===== src/rtl/multicycle_control_unit.sv =====
// Registered multi-cycle controller for the toy RISC-V core: sequences fetch/decode/execute/
// memory/writeback/trap, generates byte-lane masks, checks alignment and times out memory waits.
package riscv_pkg;
  typedef enum logic [2:0] {
    R_TYPE,
    I_TYPE,
    S_TYPE,
    B_TYPE,
    U_TYPE,
    J_TYPE,
    UNKNOWN_TYPE
  } instruction_type_e;

  localparam logic [6:0] OP_LOAD = 7'b0000011;
  localparam logic [6:0] OP_JALR = 7'b1100111;
endpackage

module multicycle_control_unit
  import riscv_pkg::*;
#(
  parameter  int unsigned XLEN        = 32,
  parameter  int unsigned MEM_TIMEOUT = 15,
  localparam int unsigned MW          = XLEN / 8,
  localparam int unsigned OW          = $clog2(MW)
) (
  input  logic              clk_i,
  input  logic              rst_ni,
  input  instruction_type_e inst_type_i,
  input  logic [6:0]        opcode_i,
  input  logic [2:0]        funct3_i,
  input  logic [OW-1:0]     addr_lsb_i,
  input  logic              branch_taken_i,
  input  logic              imem_ready_i,
  input  logic              dmem_ready_i,
  output logic [2:0]        state_o,
  output logic              imem_req_o,
  output logic              ir_write_o,
  output logic              dmem_req_o,
  output logic              dmem_we_o,
  output logic [MW-1:0]     mem_write_mask_o,
  output logic              reg_write_o,
  output logic              mem_to_reg_o,
  output logic              pc_write_o,
  output logic [1:0]        pc_sel_o,
  output logic              trap_o,
  output logic [1:0]        trap_cause_o,
  output logic              instret_o
);

  localparam int unsigned CW = (MEM_TIMEOUT > 0) ? $clog2(MEM_TIMEOUT + 1) : 1;
  localparam int unsigned TW = MW + 8;

  typedef enum logic [2:0] {
    S_FETCH     = 3'd0,
    S_DECODE    = 3'd1,
    S_EXECUTE   = 3'd2,
    S_MEM       = 3'd3,
    S_WRITEBACK = 3'd4,
    S_TRAP      = 3'd5
  } state_e;

  state_e        r_state;
  state_e        w_state_next;
  logic [CW-1:0] r_wait_cnt;
  logic [1:0]    r_trap_cause;
  logic [1:0]    w_trap_cause_next;
  logic          w_waiting;

  logic          w_is_load;
  logic          w_is_store;
  logic          w_is_jalr;
  logic          w_is_jal;
  logic          w_is_mem;
  logic [1:0]    w_size;
  logic [3:0]    w_nbytes;
  logic          w_size_illegal;
  logic [OW-1:0] w_align_mask;
  logic          w_misaligned;
  logic [MW-1:0] w_lane_mask;
  logic          w_cnt_at_max;
  logic          w_unused_f3;

  assign w_size         = funct3_i[1:0];
  assign w_unused_f3    = funct3_i[2];
  assign w_is_load      = (inst_type_i == I_TYPE) && (opcode_i == OP_LOAD);
  assign w_is_jalr      = (inst_type_i == I_TYPE) && (opcode_i == OP_JALR);
  assign w_is_store     = (inst_type_i == S_TYPE);
  assign w_is_jal       = (inst_type_i == J_TYPE);
  assign w_is_mem       = w_is_load || w_is_store;
  assign w_size_illegal = w_is_mem && (w_size == 2'b11) && (XLEN != 64);
  assign w_nbytes       = 4'd1 << w_size;
  assign w_align_mask   = OW'(w_nbytes - 4'd1);
  assign w_misaligned   = (addr_lsb_i & w_align_mask) != '0;
  // Lanes built in a wider field so a shifted mask is truncated, not wrapped.
  assign w_lane_mask    = MW'(((TW'(1) << w_nbytes) - TW'(1)) << addr_lsb_i);
  assign w_cnt_at_max   = (MEM_TIMEOUT != 0) && (r_wait_cnt == CW'(MEM_TIMEOUT));

  assign state_o      = r_state;
  assign trap_cause_o = r_trap_cause;

  always_comb begin
    w_state_next      = r_state;
    w_trap_cause_next = r_trap_cause;
    w_waiting         = 1'b0;
    imem_req_o        = 1'b0;
    ir_write_o        = 1'b0;
    dmem_req_o        = 1'b0;
    dmem_we_o         = 1'b0;
    mem_write_mask_o  = '0;
    reg_write_o       = 1'b0;
    mem_to_reg_o      = 1'b0;
    pc_write_o        = 1'b0;
    pc_sel_o          = 2'b00;
    trap_o            = 1'b0;
    instret_o         = 1'b0;

    case (r_state)
      S_FETCH: begin
        // Reset parks the FSM here, so the request is gated by reset itself.
        imem_req_o = rst_ni;
        if (imem_ready_i) begin
          ir_write_o   = rst_ni;
          w_state_next = S_DECODE;
        end else if (w_cnt_at_max) begin
          w_state_next      = S_TRAP;
          w_trap_cause_next = 2'b10;
        end else begin
          w_waiting = 1'b1;
        end
      end
      S_DECODE: begin
        if ((inst_type_i == UNKNOWN_TYPE) || w_size_illegal) begin
          w_state_next      = S_TRAP;
          w_trap_cause_next = 2'b00;
        end else begin
          w_state_next = S_EXECUTE;
        end
      end
      S_EXECUTE: begin
        if (inst_type_i == B_TYPE) begin
          pc_write_o   = 1'b1;
          instret_o    = 1'b1;
          pc_sel_o     = branch_taken_i ? 2'b01 : 2'b00;
          w_state_next = S_FETCH;
        end else if (w_is_mem) begin
          if (w_misaligned) begin
            w_state_next      = S_TRAP;
            w_trap_cause_next = 2'b01;
          end else begin
            w_state_next = S_MEM;
          end
        end else begin
          w_state_next = S_WRITEBACK;
        end
      end
      S_MEM: begin
        dmem_req_o = 1'b1;
        dmem_we_o  = w_is_store;
        if (w_is_store) begin
          mem_write_mask_o = w_lane_mask;
        end
        if (dmem_ready_i) begin
          if (w_is_store) begin
            pc_write_o   = 1'b1;
            instret_o    = 1'b1;
            w_state_next = S_FETCH;
          end else begin
            w_state_next = S_WRITEBACK;
          end
        end else if (w_cnt_at_max) begin
          w_state_next      = S_TRAP;
          w_trap_cause_next = 2'b11;
        end else begin
          w_waiting = 1'b1;
        end
      end
      S_WRITEBACK: begin
        reg_write_o  = 1'b1;
        mem_to_reg_o = w_is_load;
        pc_write_o   = 1'b1;
        instret_o    = 1'b1;
        if (w_is_jal) begin
          pc_sel_o = 2'b01;
        end else if (w_is_jalr) begin
          pc_sel_o = 2'b10;
        end
        w_state_next = S_FETCH;
      end
      S_TRAP: begin
        trap_o       = 1'b1;
        pc_write_o   = 1'b1;
        pc_sel_o     = 2'b11;
        w_state_next = S_FETCH;
      end
      default: begin
        w_state_next = S_FETCH;
      end
    endcase
  end

  always_ff @(posedge clk_i or negedge rst_ni) begin
    if (!rst_ni) begin
      r_state      <= S_FETCH;
      r_wait_cnt   <= '0;
      r_trap_cause <= 2'b00;
    end else begin
      r_state      <= w_state_next;
      r_trap_cause <= w_trap_cause_next;
      // Counter saturates at MEM_TIMEOUT; with MEM_TIMEOUT=0 it never leaves zero.
      if ((w_state_next != r_state) &&
          ((w_state_next == S_FETCH) || (w_state_next == S_MEM))) begin
        r_wait_cnt <= '0;
      end else if (w_waiting && (r_wait_cnt != CW'(MEM_TIMEOUT))) begin
        r_wait_cnt <= r_wait_cnt + CW'(1);
      end
    end
  end

endmodule


===== config.mk =====
export PLATFORM = sky130hd
export DESIGN_NAME = multicycle_control_unit
export DESIGN_NICKNAME = d
export VERILOG_FILES = /design/src/rtl/multicycle_control_unit.sv
export SDC_FILE = /design/constraint.sdc
export NUM_CORES = 1
export LEC_CHECK = 0
export ABC_AREA = 1
export CAP_MARGIN = 5
export CORE_MARGIN = 2
export CORE_UTILIZATION = 45
export CTS_CLUSTER_SIZE = 30
export DETAILED_ROUTE_END_ITERATION = 8
export GPL_ROUTABILITY_DRIVEN = 1
export PLACE_DENSITY = 0.83
export SLEW_MARGIN = 20
export SYNTH_ARGS = -nofsm -noshare
export SYNTH_HDL_FRONTEND = slang
export SYNTH_SLANG_ARGS = --single-unit
export TNS_END_PERCENT = 50

===== constraint.sdc =====
create_clock -name clk_i -period 4.61 [get_ports clk_i]
set_clock_uncertainty 0.05 [all_clocks]
set_input_delay 0.922 -clock clk_i [delete_from_list [all_inputs] [get_ports clk_i]]
set_output_delay 0.922 -clock clk_i [all_outputs]
set_load 0.05 [all_outputs]

# [After elaboration in Yosys (flattened, before gate mapping)]
# Cells that the tools add are included.
# W data, S select, Z words.
[totals] register_bits=9 latch_bits=0 ram_bits=0 rom_bits=0 in_bits=20 output_inout_bits=20 wordCells=94 mem_count=0
[op_classes] addsub=3 multipliers=0 div_mod_pow=0 n_lt_le_gt_ge=0 eq_ne=25 shift=3 n_mux=44 bitwise=1 n_reduce_logical=15
[ops] op="$mux W3" n=8
[ops] op="$mux W2" n=10
[ops] op="$mux W1" n=16
[ops] op="$mux W4" n=4
[ops] op="$ne A2 B2 Y1 const B" n=8
[ops] op="$eq A3 B2 Y1 const B" n=5
[ops] op="$eq A3 B3 Y1 const B" n=4
[ops] op="$pmux W3 S4" n=1
[ops] op="$shl A1 B4 Y12 const A" n=1
[ops] op="$shl A12 B2 Y4" n=1
[ops] op="$sub A12 B2 Y12 const B" n=1
[ops] op="$reduce_and A9 Y1" n=1
[ops] op="$pmux W2 S4" n=1
[ops] op="$eq A7 B2 Y1 const B" n=1
[ops] op="$eq A7 B7 Y1 const B" n=1
[ops] op="$eq A3 B1 Y1 const B" n=2
[ops] op="$logic_not A3 Y1" n=2
[ops] op="$pmux W1 S3" n=2
[ops] op="$pmux W2 S3" n=1
[ops] op="$logic_and A1 B1 Y1" n=5
[ops] op="$add A4 B1 Y4 const B" n=1
[ops] op="$eq A4 B4 Y1 const B" n=1
[ops] op="$ne A4 B4 Y1 const B" n=1
[ops] op="$reduce_bool A2 Y1" n=2
[ops] op="9 further kinds" n=11

# [Logic depth before layout (Yosys ltp)]
# Gate-level depths: netlist of the first run.
[logic_depth] depth_word=12 mapped_depth=15 mapped_depth_nobuf=15

# [Worst setup path before layout of the first run]
# No wires, ideal clock.
[synth_timing] path_type="register to output" startpoint="reg r_state[1] (netlist: state_o[1])" endpoint="out mem_write_mask_o[2]" t_arrival_ns=3.439 t_required_ns=3.638 setup_slack_ns=0.199 stages_incl_launch_ff=7 path_buffers=0 path_cell_list="dfrtp_1 nand2_2 nor2_4 inv_2 nor2_1 inv_1 a311oi_1"
[synth_between] elab_chain_cells=2
[synth_rtl] element="start: declaration" line="62" source="state_e r_state;"
[synth_rtl] element="start signal: assignment" line="207" source="r_state <= w_state_next;"
[synth_rtl] element="$eq A3 B2 Y1" line="117" source="case (r_state)"
[synth_rtl] element="$mux W4" line="117"
[synth_rtl] element="end: declaration" line="40" source="output logic [MW-1:0] mem_write_mask_o,"
# No other way between the ends.

# [Worst setup path after layout of the first run]
[layout_timing] startpoint="in funct3_i[1]" endpoint="out mem_write_mask_o[3]"
[layout_between] elab_chain_cells=6
[layout_rtl] element="start: declaration" line="30" source="input logic [2:0] funct3_i,"
[layout_rtl] element="$shl A1 B2 Y4" line="91" source="assign w_nbytes = 4'd1 << w_size;"
[layout_rtl] element="$shl A1 B4 Y12" line="95" source="assign w_lane_mask = MW'(((TW'(1) << w_nbytes) - TW'(1)) << addr_lsb_i);"
[layout_rtl] element="$sub A12 B2 Y12" line="95"
[layout_rtl] element="$shl A12 B2 Y4" line="95"
[layout_rtl] element="$mux W4" line="159" source="if (w_is_store) begin"
[layout_rtl] element="$mux W4" line="117"
# No other way between the ends.

==> results of run 1 <==
## sequential cells by signal (all words and copies together), names as in the netlist
register      flops
r_wait_cnt        4
state_o           3
trap_cause_o      2
## path summary, 6_finish.rpt
check / from / to / slack (ns)
min reg2reg: trap_cause_o[1] / trap_cause_o[1] / 0.42
min in group asynchronous: rst_ni / trap_cause_o[1] / 0.93
max in group asynchronous: rst_ni / r_wait_cnt[0] / 3.27
max reg2reg: r_wait_cnt[0] / r_wait_cnt[3] / 2.87
max: funct3_i[1] / mem_write_mask_o[3] / 0.50
min: trap_cause_o[1] / trap_cause_o[1] / 0.42
## tightest hold or removal path, stage by stage, from the launching register on
cell	delay, ns
dfrtp_1	0.34
nand2_1	0.05
nand2_1	0.05
## power groups by stage
stage               combinational [W]   clock, W  sequential, W
finish                       0.000519  0.0000580       0.000127
global route                 0.000566  0.0000642       0.000131
CTS                          0.000521  0.0000598       0.000127
detailed placement           0.000519          0       0.000128
global placement             0.000507          0       0.000127
floorplan                    0.000330          0       0.000170
## kinds of logic (layout without fill, tap and decap cells)
family          count (synthesis)  after routing  share of synthesized area, %
simple gates                   84             84                          40.7
buf+inv                        40             82                          15.0
compound gates                 18             18                          13.2
flops                           9              9                          22.6
fa+ha+maj                       4              4                          5.01
xor+xnor                        4              4                          3.51
## synthesized netlist by cell type (2+ instances only)
cell	count	share of area, %
nand3_2	3	3.0
xor2_1	4	3.5
inv_1	32	12
nand2_1	34	13
dfrtp_1	9	23
a21oi_1	4	2.0
nor2_1	16	6.0
o21ai_2	2	1.8
inv_2	6	2.3
nor2_2	2	1.3
o21ai_0	3	1.5
a22oi_1	2	1.5
nor3_1	2	1.0
nand2_2	8	5.0
ha_1	4	5.0
nand3_1	15	7.5
clkinv_1	2	0.75
## metrics by stage
step / std cells / setup WS [ns] / hold WS (ns)
floorplan: 159 / 0.199 / 0.462
global placement: 225 / 0.579 / 0.412
detailed placement: 225 / 0.508 / 0.418
CTS: 229 / 0.502 / 0.432
global route: 229 / 0.364 / 0.450
finish: 229 / 0.503 / 0.424
## per-layer routing
metal | share of wire [%] | vias up | global-route usage, %
met2 | 52 | 31 | 40.9
met5 | 0 | - | 0
met1 | 42 | 522 | 25.3
met3 | 5.2 | 4 | 2.05
met4 | 0.54 | 0 | 7.21
li1 | - | 579 | -
## cell type report
cell class,count,share of cell area [%]
multi-input cells,110,43.3
clock buffers,4,1.82
inverters,40,10.4
flip-flops and latches,9,15.6
repair buffers,38,26.4
well taps,28,2.43
==> reports/results.txt, run 1 <==
Status: completed
Area of the multi-input gates: 623 um^2
CTS H-tree depth: 1
Hold path cells: 2
Vias in the first global route: 1091
Vert. Die Dim: 51.1 um
Internal Power: 0.000309 W
Post-CTS sizing: 0
Tightest Pin Transition: 0.505 ns
Cts bufs inserted: 3
Layout area overhead: 44.2%
Final non-filler cell area: 1440 um^2
Placement-stage cell area: 1410 um^2
TritonRoute pass-1 iters: 4
Clock tree buffer depth: 2
Root buffer cell: clkbuf_4
Worst Path Required: 3.64 ns
Family with the most delay on the worst path: buffers and inverters
Sw Ratio: 56.0%
Rel. slew slack: 66.2%
Unrepaired setup endpoints after global routing: no
Avg WL per Cell: 11.3 um
Via/cell ratio: 4.96
Placed wire-length estimate: 2200 um
Reg clk slew, reported paths: 0.06 ns
Grt ovf: 0
Period utilisation layout: 89.1%
Die area: 2610 um^2
DRT Wirelength: 2590 um
Worst Path Buf+Inv: 4
Post-synth EDFFs: 0
Initial antenna violation count: 0
Fillers: 199
GPL Wtd Cong: 0.764
Post-synthesis area per instance: 6.28 um^2
Worst R2R Path Depth: 9
Netlist cell types: 28
Post-synth ARST share: 100%
Setup TNS: 0 ns
Antenna Nets Post-Route: 0
Final Max Tran Viols: 0
YS warnings: 0
Starting density of the core: 46.5%
Number of synthesized register bits: 9
Final setup violation count: 0
Buffer count from post-CTS setup fixing: 0
I/O pin total: 40
Cts hold-fix bufs: 0
Hold Vio Cnt, Final: 0
First-pass GRT wire length: 4400 um
DR iter-0 viols: 26
Mapped Area: 998 um^2
Post-route DRC: 0
Synth Flop Type: dfrtp_1
Port Buffers: 38
Cell at the slowest stage of the critical path: clkdlybuf4s50_1
Register area share after synthesis: 22.6%
HP Class: flop to flop
Worst EP arrival: 3.14 ns
N_diodes: 0
GRT Total Usage: 21.7%
Seq pwr share: 18.0%
Share of cells above drive strength 1: 14.4%
Final Util: 67.0%
Clk_lat worst skew: 0.25 ns
Period minus WS final: 4.11 ns
Logic pwr share: 73.7%
Critical path's most frequent cell: nand2_1
Row count: 17
Pleak: 0.757 nW
Most common cell after layout, fill and taps aside: clkdlybuf4s50_1
Clk network pwr share: 8.2%
Cell Pwr Density: 489 nW/um^2
Die width: 51.1 um
CP Max Fanout: 5
Post-Synthesis Cells: 159
TritonCTS clock tree: yes
Net Sw Power: 0.000394 W
Total power: 0.000704 W
Sink Count: 9
Net count after synthesis: 183
Sequential cell area: 225 um^2
Final nets: 226
Kind of critical path: input pin to primary output
CP cell instances: clkdlybuf4s50_1 > inv_1 > nand2_1 > inv_1 > ha_1 > nand2_1 > xor2_1 > nand2_1 > o21ai_0 > a21oi_1 > clkdlybuf4s50_1
Largest net degree at the start of global routing: 12
Endpoint class of the critical path: primary output
Crit start category: input pin
Core ar.: 2150 um^2
Commonest non-fill, non-tap cells in the layout: clkdlybuf4s50_1 (38), nand2_1 (34), inv_1 (32)
VDD IR max: 370 uV
Max frequency: 243 MHz
Max stage delay on crit path: 0.81 ns
Max-cap check violation count: 0
CP Depth: 11
Routed vias: 1136
(Power assumes the default switching activity.)
==> run 2: changes to the inputs <==
CTS_CLUSTER_SIZE = not set   (was 30)
HOLD_SLACK_MARGIN = 0.03   (was not set)
==> results of run 2 <==
No change in the layout: final DEF, timing and power equal those of run 1.
==> run 3: changes to the inputs <==
CORE_UTILIZATION = 46   (was 45)
CTS_BUF_LIST = sky130_fd_sc_hd__clkbuf_16   (was not set)
PLACE_DENSITY = 0.84   (was 0.83)
==> reports/results.txt, run 3 (synthesis results as in run 1) <==
Status: completed
Kind of critical path: input pin to primary output
Period minus WS final: 4.11 ns
Root buffer cell: clkbuf_16
Worst EP arrival: 3.13 ns
Max frequency: 244 MHz
Layout area overhead: 49.4%
Antenna Nets Post-Route: 0
Cell Pwr Density: 533 nW/um^2
Final non-filler cell area: 1490 um^2
Largest register FFs: 4
Post-CTS sizing: 0
Min Hold Slack: 0.432 ns
Grt ovf: 0
Placement-stage cell area: 1410 um^2
I/O pin total: 40
Placed insts: 224
Avg WL per Cell: 11.0 um
Worst Path Required: 3.64 ns
R2r startpoint: r_wait_cnt[0]
Rel. slew slack: 66.4%
Crit start category: input pin
Initial antenna violation count: 0
Reg-to-reg slack, setup: 2.85 ns
Via/cell ratio: 4.82
CP cell instances: clkdlybuf4s50_1 > inv_1 > nor2_1 > inv_1 > ha_1 > a311oi_1 > clkdlybuf4s50_1
Commonest non-fill, non-tap cells in the layout: clkdlybuf4s50_1 (38), nand2_1 (34), inv_1 (33)
Vert. Die Dim: 50.6 um
Clock tree buffer depth: 2
Port Buffers: 38
Die width: 50.6 um
Die area: 2560 um^2
Cts bufs inserted: 3
Share of cells above drive strength 1: 14.4%
R2R Path End: r_wait_cnt[3]
DRT Wirelength: 2510 um
Final Non-Filler Cells: 228
Core ar.: 2000 um^2
N_diodes: 0
TritonCTS clock tree: yes
Total power: 0.000795 W
VDD IR max: 460 uV
Placed wire-length estimate: 2080 um
Cts hold-fix bufs: 0
Routed vias: 1098
Row count: 16
Reg clk slew, reported paths: 0.04 ns
Worst hold path startpoint: trap_cause_o[1]
Met3 Wirelength: 153 um
Clk_lat worst skew: 0.24 ns
Vias in the first global route: 1111
Most common cell after layout, fill and taps aside: clkdlybuf4s50_1
GPL Wtd Cong: 0.892
Pleak: 0.784 nW
Max stage delay on crit path: 0.86 ns
TritonRoute pass-1 iters: 4
Buffer count from post-CTS setup fixing: 0
Worst R2R Path Depth: 11
HP Class: flop to flop
DR iter-0 viols: 9
Final Max Tran Viols: 0
Setup TNS: 0 ns
Max Used Layer: met4
CP Max Fanout: 2
Cell at the slowest stage of the critical path: clkdlybuf4s50_1
Top reg by flops: r_wait_cnt
Final nets: 226
Max-cap check violation count: 0
Tightest Pin Transition: 0.502 ns
CTS H-tree depth: 1
Starting density of the core: 49.9%
WL met1: 1080 um
First-pass GRT wire length: 4530 um
Final setup violation count: 0
Hold EP: trap_cause_o[1]
Hold Vio Cnt, Final: 0
Sink Count: 9
Hold path cells: 2
GRT Total Usage: 23.1%
Unrepaired setup endpoints after global routing: no
Met2 routed WL: 1250 um
Post-route DRC: 0
Endpoint class of the critical path: primary output
Largest net degree at the start of global routing: 12
Sequential cell area: 225 um^2
Area of the multi-input gates: 623 um^2
Fillers: 171
Period utilisation layout: 89.1%
run 3: cell types whose count changed in the layout (fill, tap and decap cells not counted), sizes merged:
cell	change
clkbuf	-1
inv	+1
run 3: area by class of cell:
class | count | area share, %
Timing Repair Buffer | 38 | 25.5
Sequential cell | 9 | 15.1
Clock inverter | 1 | 0.252
Clock buffer | 3 | 5.03
Tap cell | 27 | 2.27
Multi-Input combinational cell | 110 | 41.8
Inverter | 40 | 10.1
run 3: worst max path at each step:
stage	startpoint	end	slack [ns]	cells after the start
after floorplan	state_o[1]	mem_write_mask_o[2]	0.20	6
after global placement	funct3_i[1]	mem_write_mask_o[3]	0.57	11
after detailed placement	funct3_i[0]	mem_write_mask_o[2]	0.49	7
after CTS	funct3_i[0]	mem_write_mask_o[2]	0.48	7
after global routing	funct3_i[1]	mem_write_mask_o[3]	0.34	11
final	funct3_i[0]	mem_write_mask_o[2]	0.50	7
run 3: through the flow:
| stage | utilization (%) | setup slack [ns] |
|---|---|---|
| CTS | 74.5 | 0.476 |
| global route | 74.5 | 0.342 |
| detailed placement | 70.6 | 0.485 |
| global placement | 70.6 | 0.573 |
| floorplan | - | 0.199 |
| finish | 74.5 | 0.504 |
run 3: routing by layer:
metal  vias up  GRT usage (%)
met3         3           6.25
met5         -              0
met4         0           7.21
li1        579              -
met1       484           26.3
met2        32           41.4
run 3: power breakdown:
group	internal [W]	switching, W	total, W
Clock	0.000113	0.0000396	0.000153
Combinational	0.000176	0.000338	0.000514
Sequential	0.000101	0.0000276	0.000128
Total	0.000390	0.000405	0.000795
run 3: critical path: cells and delay by family:
family,cells,cell delay (ns)
buf+inv,4,1.47
compound gates,1,0.31
simple gates,1,0.13
fa+ha+maj,1,0.30
